===== src/rtl/game_flow_ctrl_if.sv =====
// Game sequencer bus: the raw inputs from the board and the bird controller,
// plus the state and pulse outputs that go to the display datapath.
// master = the side that drives the inputs (board/datapath wrapper)
// slave  = game_flow_ctrl itself
interface game_flow_ctrl_if #(
    parameter int SCORE_W = 8
);
    logic               tick_ms;
    logic               up_button;
    logic               pause_sw;
    logic               isDead;
    logic [SCORE_W-1:0] score;
    logic [1:0]         state;
    logic               flap;
    logic               round_clr;
    logic [SCORE_W-1:0] best_score;
    logic               new_best;

    modport master (
        output tick_ms, up_button, pause_sw, isDead, score,
        input  state, flap, round_clr, best_score, new_best
    );

    modport slave (
        input  tick_ms, up_button, pause_sw, isDead, score,
        output state, flap, round_clr, best_score, new_best
    );
endinterface


===== src/rtl/game_flow_ctrl.sv =====
// Flappy Bird game sequencer.
// Synchronises the flap button and pause switch, runs the READY/PLAY/OVER/PAUSE
// flow, holds off restarts for LOCK_MS milliseconds after a death, and
// (when BEST_SCORE_EN is defined) tracks the best score since reset.
//
//  state  | meaning
//  -------+-----------------------------------------------------------
//  READY  | waiting for the first press; prompt overlay shown
//  PLAY   | round running; presses become flap pulses
//  OVER   | bird died; restart allowed once the lock-out has expired
//  PAUSE  | round frozen while the pause switch is on
module game_flow_ctrl #(
    parameter int SCORE_W = 8,
    parameter int LOCK_MS = 500,
    parameter int LOCK_W  = 10
) (
    input  logic            clk,
    input  logic            rst,
    game_flow_ctrl_if.slave bus
);

    localparam logic [1:0] ST_READY = 2'd0;
    localparam logic [1:0] ST_PLAY  = 2'd1;
    localparam logic [1:0] ST_OVER  = 2'd2;
    localparam logic [1:0] ST_PAUSE = 2'd3;

    localparam logic [LOCK_W-1:0] LOCK_INIT = LOCK_W'(LOCK_MS);

    logic              btn_s1;
    logic              btn_s2;
    logic              btn_d;
    logic              pause_s1;
    logic              pause_s2;
    logic              press;
    logic              started_q;

    logic [1:0]        state_q;
    logic [1:0]        state_nx;
    logic              flap_q;
    logic              flap_nx;
    logic              clr_q;
    logic              clr_nx;
    logic              load_lock;
    logic [LOCK_W-1:0] lock_q;

    // Two-flop synchronisers; the button gets a third flop for edge detection
    always_ff @(posedge clk or posedge rst) begin
        if (rst) begin
            btn_s1   <= 1'b0;
            btn_s2   <= 1'b0;
            btn_d    <= 1'b0;
            pause_s1 <= 1'b0;
            pause_s2 <= 1'b0;
        end else begin
            btn_s1   <= bus.up_button;
            btn_s2   <= btn_s1;
            btn_d    <= btn_s2;
            pause_s1 <= bus.pause_sw;
            pause_s2 <= pause_s1;
        end
    end

    // A held button yields a single press on its rising edge
    assign press = btn_s2 & ~btn_d;

    // Marks that the first clock after reset release has happened
    always_ff @(posedge clk or posedge rst) begin
        if (rst) begin
            started_q <= 1'b0;
        end else begin
            started_q <= 1'b1;
        end
    end

    // Next-state and pulse decode; the very first clock after reset also clears the datapath
    always_comb begin
        state_nx  = state_q;
        flap_nx   = 1'b0;
        clr_nx    = ~started_q;
        load_lock = 1'b0;
        case (state_q)
            ST_READY: begin
                if (press) begin
                    state_nx = ST_PLAY;
                    flap_nx  = 1'b1;
                    clr_nx   = 1'b1;
                end
            end
            ST_PLAY: begin
                // Death wins over pause and swallows a coincident press
                if (bus.isDead) begin
                    state_nx  = ST_OVER;
                    load_lock = 1'b1;
                end else if (pause_s2) begin
                    state_nx = ST_PAUSE;
                end else if (press) begin
                    flap_nx = 1'b1;
                end
            end
            ST_OVER: begin
                if (press && (lock_q == '0)) begin
                    state_nx = ST_READY;
                    clr_nx   = 1'b1;
                end
            end
            ST_PAUSE: begin
                if (!pause_s2) begin
                    state_nx = ST_PLAY;
                end
            end
            default: begin
                state_nx = ST_READY;
            end
        endcase
    end

    // Registered state and one-cycle pulses
    always_ff @(posedge clk or posedge rst) begin
        if (rst) begin
            state_q <= ST_READY;
            flap_q  <= 1'b0;
            clr_q   <= 1'b0;
        end else begin
            state_q <= state_nx;
            flap_q  <= flap_nx;
            clr_q   <= clr_nx;
        end
    end

    // Restart lock-out: loaded on death, counts tick_ms down to zero while in OVER
    always_ff @(posedge clk or posedge rst) begin
        if (rst) begin
            lock_q <= '0;
        end else if (load_lock) begin
            lock_q <= LOCK_INIT;
        end else if ((state_q == ST_OVER) && bus.tick_ms && (lock_q != '0)) begin
            lock_q <= lock_q - 1'b1;
        end
    end

    assign bus.state     = state_q;
    assign bus.flap      = flap_q;
    assign bus.round_clr = clr_q;

`ifdef BEST_SCORE_EN
    logic [SCORE_W-1:0] best_q;
    logic               new_best_q;

    // Best score captured at the moment of death; ties do not count as a new best
    always_ff @(posedge clk or posedge rst) begin
        if (rst) begin
            best_q     <= '0;
            new_best_q <= 1'b0;
        end else if ((state_q == ST_PLAY) && bus.isDead) begin
            if (bus.score > best_q) begin
                best_q     <= bus.score;
                new_best_q <= 1'b1;
            end else begin
                new_best_q <= 1'b0;
            end
        end else if ((state_q == ST_OVER) && (state_nx != ST_OVER)) begin
            new_best_q <= 1'b0;
        end
    end

    assign bus.best_score = best_q;
    assign bus.new_best   = new_best_q;
`else
    // Score is not needed when best-score tracking is left out
    logic [SCORE_W-1:0] unused_score;
    assign unused_score   = bus.score;

    assign bus.best_score = '0;
    assign bus.new_best   = 1'b0;
`endif

endmodule

===== src/flat_wrapper.sv =====
// flat-port wrapper written by rule: the top's interface ports become plain ports
module game_flow_ctrl_flat 
#(
    parameter int SCORE_W = 8,
    parameter int LOCK_MS = 500,
    parameter int LOCK_W  = 10
)
  (clk, rst, bus_tick_ms, bus_up_button, bus_pause_sw, bus_isDead, bus_score, bus_state, bus_flap, bus_round_clr, bus_best_score, bus_new_best);
  game_flow_ctrl_if #(.SCORE_W(SCORE_W)) bus_i ();
  input  logic clk;
  input  logic rst;
  input wire logic [$bits(bus_i.tick_ms)-1:0] bus_tick_ms;
  input wire logic [$bits(bus_i.up_button)-1:0] bus_up_button;
  input wire logic [$bits(bus_i.pause_sw)-1:0] bus_pause_sw;
  input wire logic [$bits(bus_i.isDead)-1:0] bus_isDead;
  input wire logic [$bits(bus_i.score)-1:0] bus_score;
  output wire logic [$bits(bus_i.state)-1:0] bus_state;
  output wire logic [$bits(bus_i.flap)-1:0] bus_flap;
  output wire logic [$bits(bus_i.round_clr)-1:0] bus_round_clr;
  output wire logic [$bits(bus_i.best_score)-1:0] bus_best_score;
  output wire logic [$bits(bus_i.new_best)-1:0] bus_new_best;
  assign bus_i.tick_ms = bus_tick_ms;
  assign bus_i.up_button = bus_up_button;
  assign bus_i.pause_sw = bus_pause_sw;
  assign bus_i.isDead = bus_isDead;
  assign bus_i.score = bus_score;
  assign bus_state = bus_i.state;
  assign bus_flap = bus_i.flap;
  assign bus_round_clr = bus_i.round_clr;
  assign bus_best_score = bus_i.best_score;
  assign bus_new_best = bus_i.new_best;
  game_flow_ctrl #(.SCORE_W(SCORE_W), .LOCK_MS(LOCK_MS), .LOCK_W(LOCK_W)) u_core (.clk(clk), .rst(rst), .bus(bus_i));
endmodule

===== config.mk =====
export PLATFORM = sky130hd
export DESIGN_NAME = game_flow_ctrl_flat
export DESIGN_NICKNAME = d
export VERILOG_FILES = /design/src/rtl/game_flow_ctrl_if.sv /design/src/rtl/game_flow_ctrl.sv /design/src/flat_wrapper.sv
export SDC_FILE = /design/constraint.sdc
export NUM_CORES = 1
export LEC_CHECK = 0
export BUFFER_PORTS_ARGS = -buffer_cell sky130_fd_sc_hd__buf_2
export CAP_MARGIN = 25
export CELL_PAD_IN_SITES_DETAIL_PLACEMENT = 2
export CELL_PAD_IN_SITES_GLOBAL_PLACEMENT = 2
export CORE_ASPECT_RATIO = 1.5
export CORE_MARGIN = 5
export CORE_UTILIZATION = 30
export DETAILED_ROUTE_END_ITERATION = 10
export HOLD_SLACK_MARGIN = 0.08
export PLACE_DENSITY_LB_ADDON = 0.1
export SYNTH_ARGS = -nofsm -noshare
export SYNTH_HDL_FRONTEND = slang
export SYNTH_SLANG_ARGS = --single-unit

===== constraint.sdc =====
create_clock -name clk -period 2.35 [get_ports clk]
set_clock_uncertainty 0.05 [all_clocks]
set_input_delay 0.3525 -clock clk [delete_from_list [all_inputs] [get_ports clk]]
set_output_delay 0.3525 -clock clk [all_outputs]
set_load 0.01 [all_outputs]

* Word level (Yosys, flattened, before mapping)
Cells that the tools add are included.
** Operators by class
- Add/sub/neg operators :: 1
- $mul :: 0
- Divide/modulo/power cells :: 0
- $lt $le $gt $ge :: 0
- Equal/unequal tests :: 7
- Shifts and indexed selects :: 0
- Muxes and demuxes :: 17
- Bitwise operators :: 3
- Reductions and logical operators :: 8
** Operators by type and width (count)
- 10-bit two-way mux :: 2
- 10-bit zero test :: 1
- 2-bit two-way mux :: 5
- 10-bit nonzero test :: 1
- 10-bit by 1-bit subtractor with 10-bit output, second input constant :: 1
- 2-bit case mux with 4 select lines :: 1
- 1-bit two-way mux :: 7
- 2-bit equality test, second input constant :: 2
- 2-bit by 1-bit != test with 1-bit output, second input constant :: 2
- 1-bit case mux with 2 select lines :: 2
- 4-bit AND reduction :: 1
- 1-bit logical AND :: 3
- 3-bit by 2-bit != test with 1-bit output, second input constant :: 1
- 2-bit by 1-bit equality test with 1-bit output, second input constant :: 1
- 2-bit zero test :: 1
- 2-bit != test, second input constant :: 1
- 1-bit NOT :: 2
- 2-bit nonzero test :: 1
- 1-bit bitwise AND :: 1
** Storage, ports and cells
- Bits in registers :: 20
- Bits in latches :: 0
- RAM bits :: 0
- Memory bits (read-only) :: 0
- Input bits :: 14
- Output and inout port bits :: 13
- Word-level logic and storage cells :: 46
- Memories kept :: 0

* Depth between registers and ports, before layout
- Depth after elaboration :: 6
- Depth in mapped cells :: 6
- Depth with buffers taken out :: 6

* Worst setup path after synthesis
No wires, ideal clock.
- Path type :: register -> register
- From :: reg u_core.state_q[0], in the netlist u_core.bus.state[0]
- To :: reg u_core.lock_q[7]
- Setup time :: 0.087 ns
- Arrival time :: 1.590 ns
- Data required time :: 2.213 ns
- Setup slack :: 0.623 ns
- Stages on the path, launching flop included :: 7
- Path buffers :: 2
- Period minus slack after synthesis :: 1.727 ns
- Cell sequence :: dfrtp_1 -> buf_2 -> and3b_1 -> clkbuf_2 -> nand3_1 -> or4_1 -> o211ai_1
** Between the ends
- Word-level cells in the longest chain between the ends :: 4
- Elaborated cells between the ends (all ways) :: 7
- Those cells by class :: 2 x eq/ne; 2 x mux; 3 x reduce/logical
** RTL lines
- start: declaration :: RTL line game_flow_ctrl.sv:37 : logic [1:0] state_q;
- start signal: assignment :: RTL line game_flow_ctrl.sv:124 : state_q <= state_nx;
- 2-bit equality test :: RTL line game_flow_ctrl.sv:136 : end else if ((state_q == ST_OVER) && bus.tick_ms && (lock_q != '0)) begin
- 1-bit logical AND (2 in series) :: RTL line game_flow_ctrl.sv:136
- 2-bit nonzero test (no line)
- end signal: assignment :: RTL line game_flow_ctrl.sv:137 : lock_q <= lock_q - 1'b1;
- end: declaration :: RTL line game_flow_ctrl.sv:44 : logic [LOCK_W-1:0] lock_q;
Several ways; a longest one is shown, not always the timed one.
A chain may end at the register's enable or synchronous reset.

* Final worst setup path
- From :: reg u_core.lock_q[0]
- To :: reg u_core.lock_q[1]
** Between the ends
- Word-level cells in the longest chain between the ends :: 3
- Elaborated cells between the ends (all ways) :: 6
- Those cells by class :: 1 x add/sub; 2 x mux; 3 x reduce/logical
** RTL lines (RTL line)
- 10-bit by 1-bit subtractor with 10-bit output / 10-bit nonzero test (equally long branches) :: game_flow_ctrl.sv:137, game_flow_ctrl.sv:136
- 10-bit two-way mux / 1-bit logical AND (equally long branches) :: game_flow_ctrl.sv:136
- 10-bit two-way mux / 2-bit nonzero test (equally long branches)
Several ways; a longest one is shown, not always the timed one. The select of a mux whose other input is x is not followed.

==> metrics.md <==
| Metric | Value |
|---|---|
| Netlist Area Pre-Place | 968 sq um |
| Max-cap violations | 0 |
| Pre-Repair DR Iteration Count | 2 |
| Design Power | 1.20 mW |
| Setup TNS | 0 ns |
| IO Pins | 27 |
| Compound-cell area share of the yosys netlist | 9.69% |
| Yosys cell types | 34 |
| Most frequent cell after synthesis | dfrtp_1 |
| Worst vdd ir | 288 uV |
| CTS tree | yes |
| TritonCTS buffer count | 3 |
| Post-layout minimum cycle time | 1.90 ns |
| Std-Cell Rows | 25 |
| Yosys reg bits | 20 |
| Synth Area in XOR/XNOR | 0.904% |
| Diodes inserted | 0 |
| Mux contribution to synthesized area | 2.07% |
| IO Port Bufs | 9 |
| R2r startpoint | u_core.lock_q[0]$_DFFE_PP0P_ |
| Commonest cells in the netlist | dfrtp_1, nand2_1, buf_4 |
| Die area | 4490 sq um |
| Via count | 699 |
| First-pass GRT wire length | 3710 um |
| RSZ-0062 raised after global routing | no |
| Placed Cells | 142 |
| Final Setup Violations | 0 |
| Avg Cell Area, Syn | 10.1 sq um |
| Top FF cell, synth | dfrtp_1 |
| H-tree depth reported by CTS | 1 |
| Ratio of cells with drive above 1 in the final layout | 16.0% |
| Worst-margin pin slew | 0.785 ns |
| Max clock buf depth | 2 |
| Status | finished, final reports clean |
| Largest area contributor in the netlist | dfrtp_1 |
| CTS root buf | clkbuf_8 |
| Leak pwr | 0.467 nW |
| Slew margin rel. | 47.6% |
| Core Region | 3130 sq um |
| Post-synth EDFFs | 0 |
| Post-route DRC violation count | 0 |
| Antenna-violating nets left | 0 |
| Crit path kind | register to register |
| Initial Util | 31.0% |
| CP Max Fanout | 4 |
| Vias in the first global route | 825 |
| Filler instances | 370 |
| Vias per cell | 4.79 |
| DP Wirelength | 1630 um |
| # clock sinks | 20 |
| Reg2reg setup slack | 0.45 ns |
| Crit. End Element | register |
| Total Wirelength | 2200 um |
| DR WL/cell | 15.1 um |
| Hold crit path type | input port to register |
| Setup crit start kind | register |
| Clock Pin Slew Worst Setup and Hold Paths | 0.08 ns |
| Largest net degree at the start of global routing | 21 |
| Initial antenna violation count | 0 |
| Setup crit start | u_core.lock_q[0]$_DFFE_PP0P_ |
| Part of the Yosys area used for sequential elements | 51.7% |
| Largest family of logic cells by synthesized area | simple AND/OR/NAND/NOR gates |
| Fmax | 526 MHz |
| Worst Path Required | 2.45 ns |
| Die H | 79.6 um |
| Final hold violations | 0 |
| Pwr per Cell Area | 1100 nW/um^2 |
| Area share of the largest cell type after synthesis | 51.7% |
| Worst Hold Depth | 1 |
| Buffer count from post-CTS setup fixing | 0 |
| Min Hold Slack | 0.141 ns |
| FF-to-FF path depth | 6 |
| Ys Warns | 0 |
| Min-delay src | bus_pause_sw |
| Worst skew pair latency | 0.26 ns |
| Adder-cell share of the synthesized area | 1.29% |
| Finished Layout Cells | 146 |
| Die width | 56.4 um |
| Area Overhead vs Synth | 12.3% |
| Post-Synth Simple-Gate Area | 24.4% |
| Final net count | 122 |
| Synth Instances | 96 |
| Worst Hold End | u_core.pause_s1$_DFF_PP0_ |
| CTS Hold Bufs | 0 |
| GRT Total Usage | 10.9% |
| Global placement routability congestion | 0.722 |
| Final critical-path share of the clock period | 80.9% |
| Total gr overflow | 0 |
| Asr flop ratio synth | 100% |
| Top post-synthesis cells by area | dfrtp_1, buf_4, nand2_1 |
| Pins Over Slew Limit | 0 |
| Critical Path AT | 2.00 ns |
| Reg2reg end | u_core.lock_q[1]$_DFFE_PP0P_ |
| Initial detailed-routing violation count | 9 |
| CTS resizes | 0 |
==> state kept, by name, summed over array words and instances (netlist names) <==
signal,flops
u_core.btn_d,1
u_core.btn_s1,1
u_core.btn_s2,1
u_core.bus.flap,1
u_core.bus.round_clr,1
u_core.bus.state,2
u_core.lock_q,10
u_core.pause_s1,1
u_core.pause_s2,1
u_core.started_q,1
==> how the worst max path moves through the flow <==
stage | end | slack, ns | cells past startpoint
finish | u_core.lock_q[1]$_DFFE_PP0P_ | 0.45 | 6
global route | u_core.lock_q[0]$_DFFE_PP0P_ | 0.28 | 6
CTS | u_core.lock_q[1]$_DFFE_PP0P_ | 0.42 | 6
detailed placement | u_core.lock_q[8]$_DFFE_PP0P_ | 0.48 | 6
global placement | u_core.lock_q[0]$_DFFE_PP0P_ | 0.49 | 6
floorplan | u_core.lock_q[7]$_DFFE_PP0P_ | 0.62 | 6
==> area by class of cell <==
cell class              instances  area (sq um)  share of cell area [%]
clock inverters                 1          30.0                    2.76
well taps                      40          50.0                    4.60
multi-input cells              70           409                    37.6
flip-flops and latches         20           500                    46.0
clock buffers                   3          41.3                    3.80
repair buffers                  9          45.0                    4.14
inverters                       3          11.3                    1.04
==> layout by cell type, fill, tap and decap left out <==
cell        n
o22ai_1     1
nand3_1     7
or2_2       1
conb_1     10
o21a_1      1
mux2i_1     2
or4_4       1
nand2b_1    2
a211o_1     1
clkbuf_8    3
o2111ai_1   1
nand2_1    10
nor3b_1     1
or3_2       1
nor2_1      2
buf_2       9
and2_1      2
nor3_1      4
nor2b_1     4
ha_1        1
a21boi_1    1
nor4b_1     1
and3b_1     1
bufinv_16   1
o21ai_0     4
inv_1       3
or3b_2      1
o211ai_1    1
nand4_1     2
or4_1       2
o31ai_1     3
dfrtp_1    20
a21oi_1     1
xor2_1      1
==> report_power, final <==
group | switching (mW) | internal [mW]
Sequential | 0.114 | 0.432
Clock | 0.123 | 0.228
Combinational | 0.171 | 0.130
Total | 0.407 | 0.790
==> layer usage <==
metal,vias up,routed length [um],GRT usage [%]
met3,4,55,2.43
li1,336,-,-
met4,0,42,6.41
met1,349,863,10.6
met5,-,0,0
met2,10,1240,20.6
==> cell families (layout without fill, tap and decap cells) <==
family,after synthesis,count (layout)
mux,2,2
flops,20,20
compound gates,14,14
fa+ha+maj,1,1
simple gates,42,42
buf+inv,14,16
other cells,2,10
xor+xnor,1,1
==> per-stage QoR <==
step | setup WS [ns] | util, % | instance area [sq um]
final | 0.450 | 34.8 | 1090
after global routing | 0.284 | 34.8 | 1090
after CTS | 0.423 | 34.8 | 1090
after detailed placement | 0.478 | 32.5 | 1020
after global placement | 0.489 | 32.5 | 1020
after floorplan | 0.623 | - | 998
==> critical path: stages (launching register included) <==
cell and delay [ns]:
dfrtp_1 0.42, inv_1 0.07, ha_1 0.21, nor4b_1 0.43, nand3_1 0.23, and2_1 0.25, mux2i_1 0.13
Power figures use the tool's default switching activity.
